**config.mk**
```make
export PLATFORM = sky130hd
export DESIGN_NAME = axis_red_pitaya_adc_capture_flat
export DESIGN_NICKNAME = d
export VERILOG_FILES = /design/src/rtl/axis_red_pitaya_adc_capture_if.sv /design/src/rtl/axis_red_pitaya_adc_capture.sv /design/src/flat_wrapper.sv
export SDC_FILE = /design/constraint.sdc
export NUM_CORES = 1
export LEC_CHECK = 0
export CORE_MARGIN = 3
export CORE_UTILIZATION = 44
export CTS_CLUSTER_SIZE = 24
export DETAILED_ROUTE_END_ITERATION = 16
export MAX_ROUTING_LAYER = met4
export PLACE_DENSITY = 0.68
export SYNTH_ARGS = -nofsm -noshare
export SYNTH_HDL_FRONTEND = slang
export SYNTH_SLANG_ARGS = --single-unit
```
**constraint.sdc**
```tcl
create_clock -name aclk -period 5.7 [get_ports aclk]
set_input_delay 1.425 -clock aclk [delete_from_list [all_inputs] [get_ports aclk]]
set_output_delay 1.425 -clock aclk [all_outputs]
set_load 0.01 [all_outputs]
```
**src/rtl/axis_red_pitaya_adc_capture_if.sv**
```systemverilog
// axis_red_pitaya_adc_capture_if: AXI-Stream bundle (tvalid/tready/tdata/tlast) for the ADC capture output.
interface axis_red_pitaya_adc_capture_if #(
   parameter int W = 32
);
   logic         tvalid;
   logic         tready;
   logic [W-1:0] tdata;
   logic         tlast;
   modport master(output tvalid, tdata, tlast, input tready);
   modport slave(input tvalid, tdata, tlast, output tready);
endinterface

```
**src/rtl/axis_red_pitaya_adc_capture.sv**
```systemverilog
// axis_red_pitaya_adc_capture: triggered ADC capture with offset-binary conversion, FWFT FIFO and AXIS output.
module axis_red_pitaya_adc_capture #(
   parameter int ADC_DATA_WIDTH   = 14,
   parameter int AXIS_TDATA_WIDTH = 32,
   parameter int FIFO_DEPTH       = 16,
   parameter int CNT_WIDTH        = 32
) (
   input  logic                      aclk,
   input  logic                      areset,
   output logic                      adc_csn,
   input  logic [ADC_DATA_WIDTH-1:0] adc_dat_a,
   input  logic [ADC_DATA_WIDTH-1:0] adc_dat_b,
   input  logic [1:0]                cfg_mode,
   input  logic                      cfg_invert,
   input  logic [CNT_WIDTH-1:0]      cfg_length,
   input  logic                      trig,
   axis_red_pitaya_adc_capture_if.master m_axis,
   output logic                      sts_busy,
   output logic                      sts_overflow,
   output logic [CNT_WIDTH-1:0]      sts_count
);
   localparam int H  = AXIS_TDATA_WIDTH / 2;
   localparam int AW = $clog2(FIFO_DEPTH);

   if (H <= ADC_DATA_WIDTH) begin : g_bad_width
      $error("AXIS_TDATA_WIDTH/2 must exceed ADC_DATA_WIDTH");
   end
   if (FIFO_DEPTH < 4 || (1 << AW) != FIFO_DEPTH) begin : g_bad_depth
      $error("FIFO_DEPTH must be a power of two >= 4");
   end

   typedef enum logic [1:0] {IDLE, CAPTURE, DRAIN} state_t;

   state_t                      state_q;
   logic [ADC_DATA_WIDTH-1:0]   a_q, b_q;
   logic [AXIS_TDATA_WIDTH-1:0] fmt_q, fmt_d, word_d;
   logic [1:0]                  mode_q, mode_e;
   logic                        inv_q, inv_e, ovf_q;
   logic [CNT_WIDTH-1:0]        len_q, cnt_q;
   logic [AW:0]                 wp_q, rp_q;
   logic [AXIS_TDATA_WIDTH:0]   mem_q [FIFO_DEPTH];
   logic [AXIS_TDATA_WIDTH:0]   head;
   logic [H-1:0]                ca, cb;
   logic                        empty, full, push, pop, last_d;

   function automatic logic [H-1:0] conv(input logic [ADC_DATA_WIDTH-1:0] x, input logic inv);
      logic [H-1:0] s;
      s = {{(H - ADC_DATA_WIDTH + 1){~x[ADC_DATA_WIDTH-1]}}, x[ADC_DATA_WIDTH-2:0]};
      return inv ? -s : s;
   endfunction

   // The format stage runs ahead of the trigger, so in IDLE it follows live config.
   assign mode_e = state_q == IDLE ? cfg_mode : mode_q;
   assign inv_e  = state_q == IDLE ? cfg_invert : inv_q;
   assign ca     = conv(a_q, inv_e);
   assign cb     = conv(b_q, inv_e);
   assign fmt_d  = mode_e == 2'b00 ? {cb, ca} :
                   mode_e == 2'b01 ? {{H{1'b0}}, ca} :
                   mode_e == 2'b10 ? {{H{1'b0}}, cb} : '0;
   assign word_d = mode_q == 2'b11 ? {{H{1'b0}}, cnt_q[H-1:0]} : fmt_q;
   assign last_d = cnt_q == len_q - 1'b1;

   assign empty  = wp_q == rp_q;
   assign full   = (wp_q ^ rp_q) == {1'b1, {AW{1'b0}}};
   assign pop    = m_axis.tvalid && m_axis.tready;
   assign push   = state_q == CAPTURE && (!full || pop);
   assign head   = mem_q[rp_q[AW-1:0]];

   assign m_axis.tvalid = !empty;
   assign m_axis.tdata  = empty ? '0 : head[AXIS_TDATA_WIDTH-1:0];
   assign m_axis.tlast  = !empty && head[AXIS_TDATA_WIDTH];
   assign adc_csn       = 1'b1;
   assign sts_busy      = state_q != IDLE;
   assign sts_overflow  = ovf_q;
   assign sts_count     = cnt_q;

   always_ff @(posedge aclk) if (push) mem_q[wp_q[AW-1:0]] <= {last_d, word_d};

   always_ff @(posedge aclk or posedge areset) begin
      if (areset) begin
         state_q <= IDLE;
         a_q     <= '0;
         b_q     <= '0;
         fmt_q   <= '0;
         mode_q  <= '0;
         inv_q   <= 1'b0;
         len_q   <= '0;
         cnt_q   <= '0;
         ovf_q   <= 1'b0;
         wp_q    <= '0;
         rp_q    <= '0;
      end else begin
         a_q   <= adc_dat_a;
         b_q   <= adc_dat_b;
         fmt_q <= fmt_d;
         if (push) wp_q <= wp_q + 1'b1;
         if (pop) rp_q <= rp_q + 1'b1;
         case (state_q)
            IDLE: if (trig && cfg_length != '0) begin
               state_q <= CAPTURE;
               mode_q  <= cfg_mode;
               inv_q   <= cfg_invert;
               len_q   <= cfg_length;
               cnt_q   <= '0;
               ovf_q   <= 1'b0;
            end
            CAPTURE: if (push) begin
               cnt_q <= cnt_q + 1'b1;
               if (last_d) state_q <= DRAIN;
            end else ovf_q <= 1'b1;
            DRAIN: if (pop && head[AXIS_TDATA_WIDTH]) state_q <= IDLE;
            default: state_q <= IDLE;
         endcase
      end
   end
endmodule
```
**src/flat_wrapper.sv**
```systemverilog
// flat-port wrapper written by rule: the top's interface ports become plain ports
module axis_red_pitaya_adc_capture_flat 
#(
   parameter int ADC_DATA_WIDTH   = 14,
   parameter int AXIS_TDATA_WIDTH = 32,
   parameter int FIFO_DEPTH       = 16,
   parameter int CNT_WIDTH        = 32
)
  (aclk, areset, adc_csn, adc_dat_a, adc_dat_b, cfg_mode, cfg_invert, cfg_length, trig, sts_busy, sts_overflow, sts_count, m_axis_tvalid, m_axis_tdata, m_axis_tlast, m_axis_tready);
  axis_red_pitaya_adc_capture_if m_axis_i ();
  input  logic aclk;
  input  logic areset;
  output logic adc_csn;
  input  logic [ADC_DATA_WIDTH-1:0] adc_dat_a;
  input  logic [ADC_DATA_WIDTH-1:0] adc_dat_b;
  input  logic [1:0] cfg_mode;
  input  logic cfg_invert;
  input  logic [CNT_WIDTH-1:0] cfg_length;
  input  logic trig;
  output logic sts_busy;
  output logic sts_overflow;
  output logic [CNT_WIDTH-1:0] sts_count;
  output wire logic [$bits(m_axis_i.tvalid)-1:0] m_axis_tvalid;
  output wire logic [$bits(m_axis_i.tdata)-1:0] m_axis_tdata;
  output wire logic [$bits(m_axis_i.tlast)-1:0] m_axis_tlast;
  input wire logic [$bits(m_axis_i.tready)-1:0] m_axis_tready;
  assign m_axis_tvalid = m_axis_i.tvalid;
  assign m_axis_tdata = m_axis_i.tdata;
  assign m_axis_tlast = m_axis_i.tlast;
  assign m_axis_i.tready = m_axis_tready;
  axis_red_pitaya_adc_capture #(.ADC_DATA_WIDTH(ADC_DATA_WIDTH), .AXIS_TDATA_WIDTH(AXIS_TDATA_WIDTH), .FIFO_DEPTH(FIFO_DEPTH), .CNT_WIDTH(CNT_WIDTH)) u_core (.aclk(aclk), .areset(areset), .adc_csn(adc_csn), .adc_dat_a(adc_dat_a), .adc_dat_b(adc_dat_b), .cfg_mode(cfg_mode), .cfg_invert(cfg_invert), .cfg_length(cfg_length), .trig(trig), .m_axis(m_axis_i), .sts_busy(sts_busy), .sts_overflow(sts_overflow), .sts_count(sts_count));
endmodule
```
==> metrics.cfg <==
[pwr]
power_density_nw_per_um2=510
pwr-share-comb=0.309
switching_share=0.298
seqPwrFrac=0.420
p_total_mw=16.5
p_sw_mw=4.92
internal_power_mw=11.6
clkPwrFrac=0.271
ir_drop_uv=243
power.leakage_nw=10.9

[synthesis]
synth_top_family_by_area=multiplexers
ys_ff_latch=668
yosys.area.top_type_share=0.577
synth_compound_area_frac=0.0242
ys_seq_area_frac=0.704
synth_xor_area_frac=0.0296
synth_edf_count=528
synthMuxAreaShare=0.158
synth_adder_area_share=0.00410
synthTopCellsByArea=edfxtp_1 (58%), mux4_2 (14%), dfrtp_1 (13%)
syn_nets=1601
syn_area_um2=27500
synth.largest_area_cell=edfxtp_1
avgSynthCellArea_um2=18.0
synth_cell_types=64
yosysWarnings=0
syn_inst=1525
synthTopCellsByCount=edfxtp_1 (528), mux4_2 (165), dfrtp_1 (140)
synthFlopType=edfxtp_1
async_flop_share=0.210
synthSimpleGateAreaFrac=0.0655
yosysMostFrequentCell=edfxtp_1

[setup_path]
cp_slowest_cell=dfrtp_4
critPathTopFamily=flip-flops
cp.arrival_ps=3660
r2r_slack_ps=2210
cp.required_ps=4280
path_common_cell=mux4_2
endpoint_kind=output pin
cp_num_buf_inv=2
crit_chain=buf_4, mux4_2, mux4_2, nor2b_1, clkdlybuf4s50_1
criticalPathCategory=reg -> out
cp-start-kind=flop
critical_path.max_stage_delay_ps=1050
worstPathMaxFanout=63

[route]
drtPass1Iterations=5
num_vias=14600
drc=0
wl_per_cell_um=24.3
routed_wl_mm=62.6
drtIter0Drc=1312
via_per_inst=5.65
ant_nets=0

[floorplan]
design.die.area_um2=65500
start_util=0.450
io_pins=136
die_h_um=256
core_um2=61000
fp.dieW_um=256
rows=90

[placed_design]
place_hpwl_mm=37.3
finalWeightedCongestion=0.878
port-buffer-count=134

[sta]
slew_violations=0
fin_crit_sh=0.892
finalCriticalPeriod_ps=5080
tightestPinTransition_ps=979
setup_viol=0
fin_skew_ps=26.3
slew_headroom=0.347
max_clock_freq_mhz=197
hold_viol=0
rsz0062_at_grt=false
fin_tns_setup_ps=0

[final_layout]
drive_gt1_frac=0.227
area_delta_synth_final_pct=17.9
seq_area_um2=19400
multi_input_area_um2=7850
fillers=4864
fin_nets=1770

[clock_tree]
cts.sinks=668
clock_path_buffers=3
cts_made_buffers=69
path_clk_slew_ps=60
cts_tree=built
cts_resized=0
cts_setup_buffers=0
htree_levels=3
clk_latency_ps=600
cts_root_buf=clkbuf_16
hold_buffers=0

[global_routing]
grt_overflow_total=0
antenna_found_initial=2
grtUsageMet1=0.269
grt_pass1_wl_mm=95.6
grt_usage=0.199
met3_usage=0.0366
grt_pass1_vias=15100
top_usage_layer=met2
grt_max_degree=71
met2_usage=0.315

[job]
maxCapViolCount=0

[outcome]
status=completed

[hold_path]
min_path_type=reg -> reg

[power by group through the flow]
| stage | Sequential, mW | Combinational [mW] | Clock, mW |
|---|---|---|---|
| finish | 6.94 | 5.11 | 4.47 |
| global route | 7.03 | 5.47 | 4.76 |
| CTS | 6.94 | 5.22 | 4.54 |
| detailed placement | 7.03 | 5.20 | 0 |
| global placement | 6.99 | 5.14 | 0 |
| floorplan | 6.72 | 3.31 | 0 |
[state kept, by name (all words and copies together) (netlist names)]
| register | cells |
|---|---|
| u_core.inv_q | 1 |
| u_core.mode_q | 2 |
| u_core.b_q | 14 |
| u_core.sts_overflow | 1 |
| u_core.sts_count | 32 |
| u_core.a_q | 14 |
| u_core.state_q | 2 |
| u_core.wp_q | 5 |
| u_core.fmt_q | 32 |
| u_core.rp_q | 5 |
| u_core.mem_q | 528 |
| u_core.len_q | 32 |
[final timing paths]
path | from | depth (start not counted) | to
worst min register to register | u_core.wp_q[4] | 1 | u_core.wp_q[4]
worst max-delay path | u_core.rp_q[1] | 5 | m_axis_tdata[15]
worst min-delay path | u_core.wp_q[4] | 1 | u_core.wp_q[4]
max in group asynchronous | areset | 3 | u_core.len_q[11]
min in group asynchronous | areset | 2 | u_core.b_q[8]
worst max register to register | u_core.len_q[0] | 10 | u_core.mem_q[5][32]
[layout by cell type (no fill, tap or decap), types with 10 or more instances in the layout]
master,Yosys,layout
edfxtp_1,528,528
mux4_2,165,165
dfrtp_1,140,136
clkdlybuf4s50_1,0,134
nor2_1,84,72
clkbuf_16,0,69
xnor2_1,62,62
mux2_2,50,50
nand2_1,41,41
nor2b_1,37,36
xor2_1,31,31
o21ai_0,30,30
inv_1,28,27
a21oi_1,27,27
buf_4,1,26
nor3_1,28,24
nor4_1,23,23
and2_1,19,19
nand3_1,17,17
o22ai_1,17,17
clkbuf_1,54,17
nand4_1,16,16
or3_1,15,15
buf_12,0,13
nor2_4,0,12
clkinv_2,0,12
or4_1,10,10
[logic make-up after synthesis]
logic type | after synthesis
adders and majority gates | 9
other | 1
DFF | 668
muxes | 220
xor gates and xnor gates | 93
AOI/OAI and AO/OA | 106
buffers and inverters | 103
and+or+nand+nor | 325
[per-layer routing]
| metal | wire length, µm | share of wire | vias to the layer above |
|---|---|---|---|
| met4 | 1190 | 0.019 | 0 |
| met5 | 0 | 0 | - |
| met1 | 26000 | 0.41 | 7568 |
| li1 | - | - | 6378 |
| met3 | 4540 | 0.073 | 83 |
| met2 | 30900 | 0.49 | 532 |
[stage by stage]
stage                     setup slack [ps]   util  std cells  hold slack (ps)  cell area (µm²)
final                                  615  0.531       2575              494            32400
after global placement                1190  0.494       2451              474            30200
after floorplan                        522      -       1525              462            27500
after CTS                              546  0.531       2574              496            32400
after global routing                   425  0.531       2575              521            32400
after detailed placement              1190  0.494       2451              484            30200
[final cells by class]
type                    count  area share
repair buffers            173      0.0555
clock buffers              88      0.0561
inverters                  28     0.00340
clock inverters            35      0.0127
multi-input cells         754       0.242
diodes                      1   0.0000772
well taps                 828      0.0320
flip-flops and latches    668       0.598
Note: power is estimated with default switching activity, not from simulation.
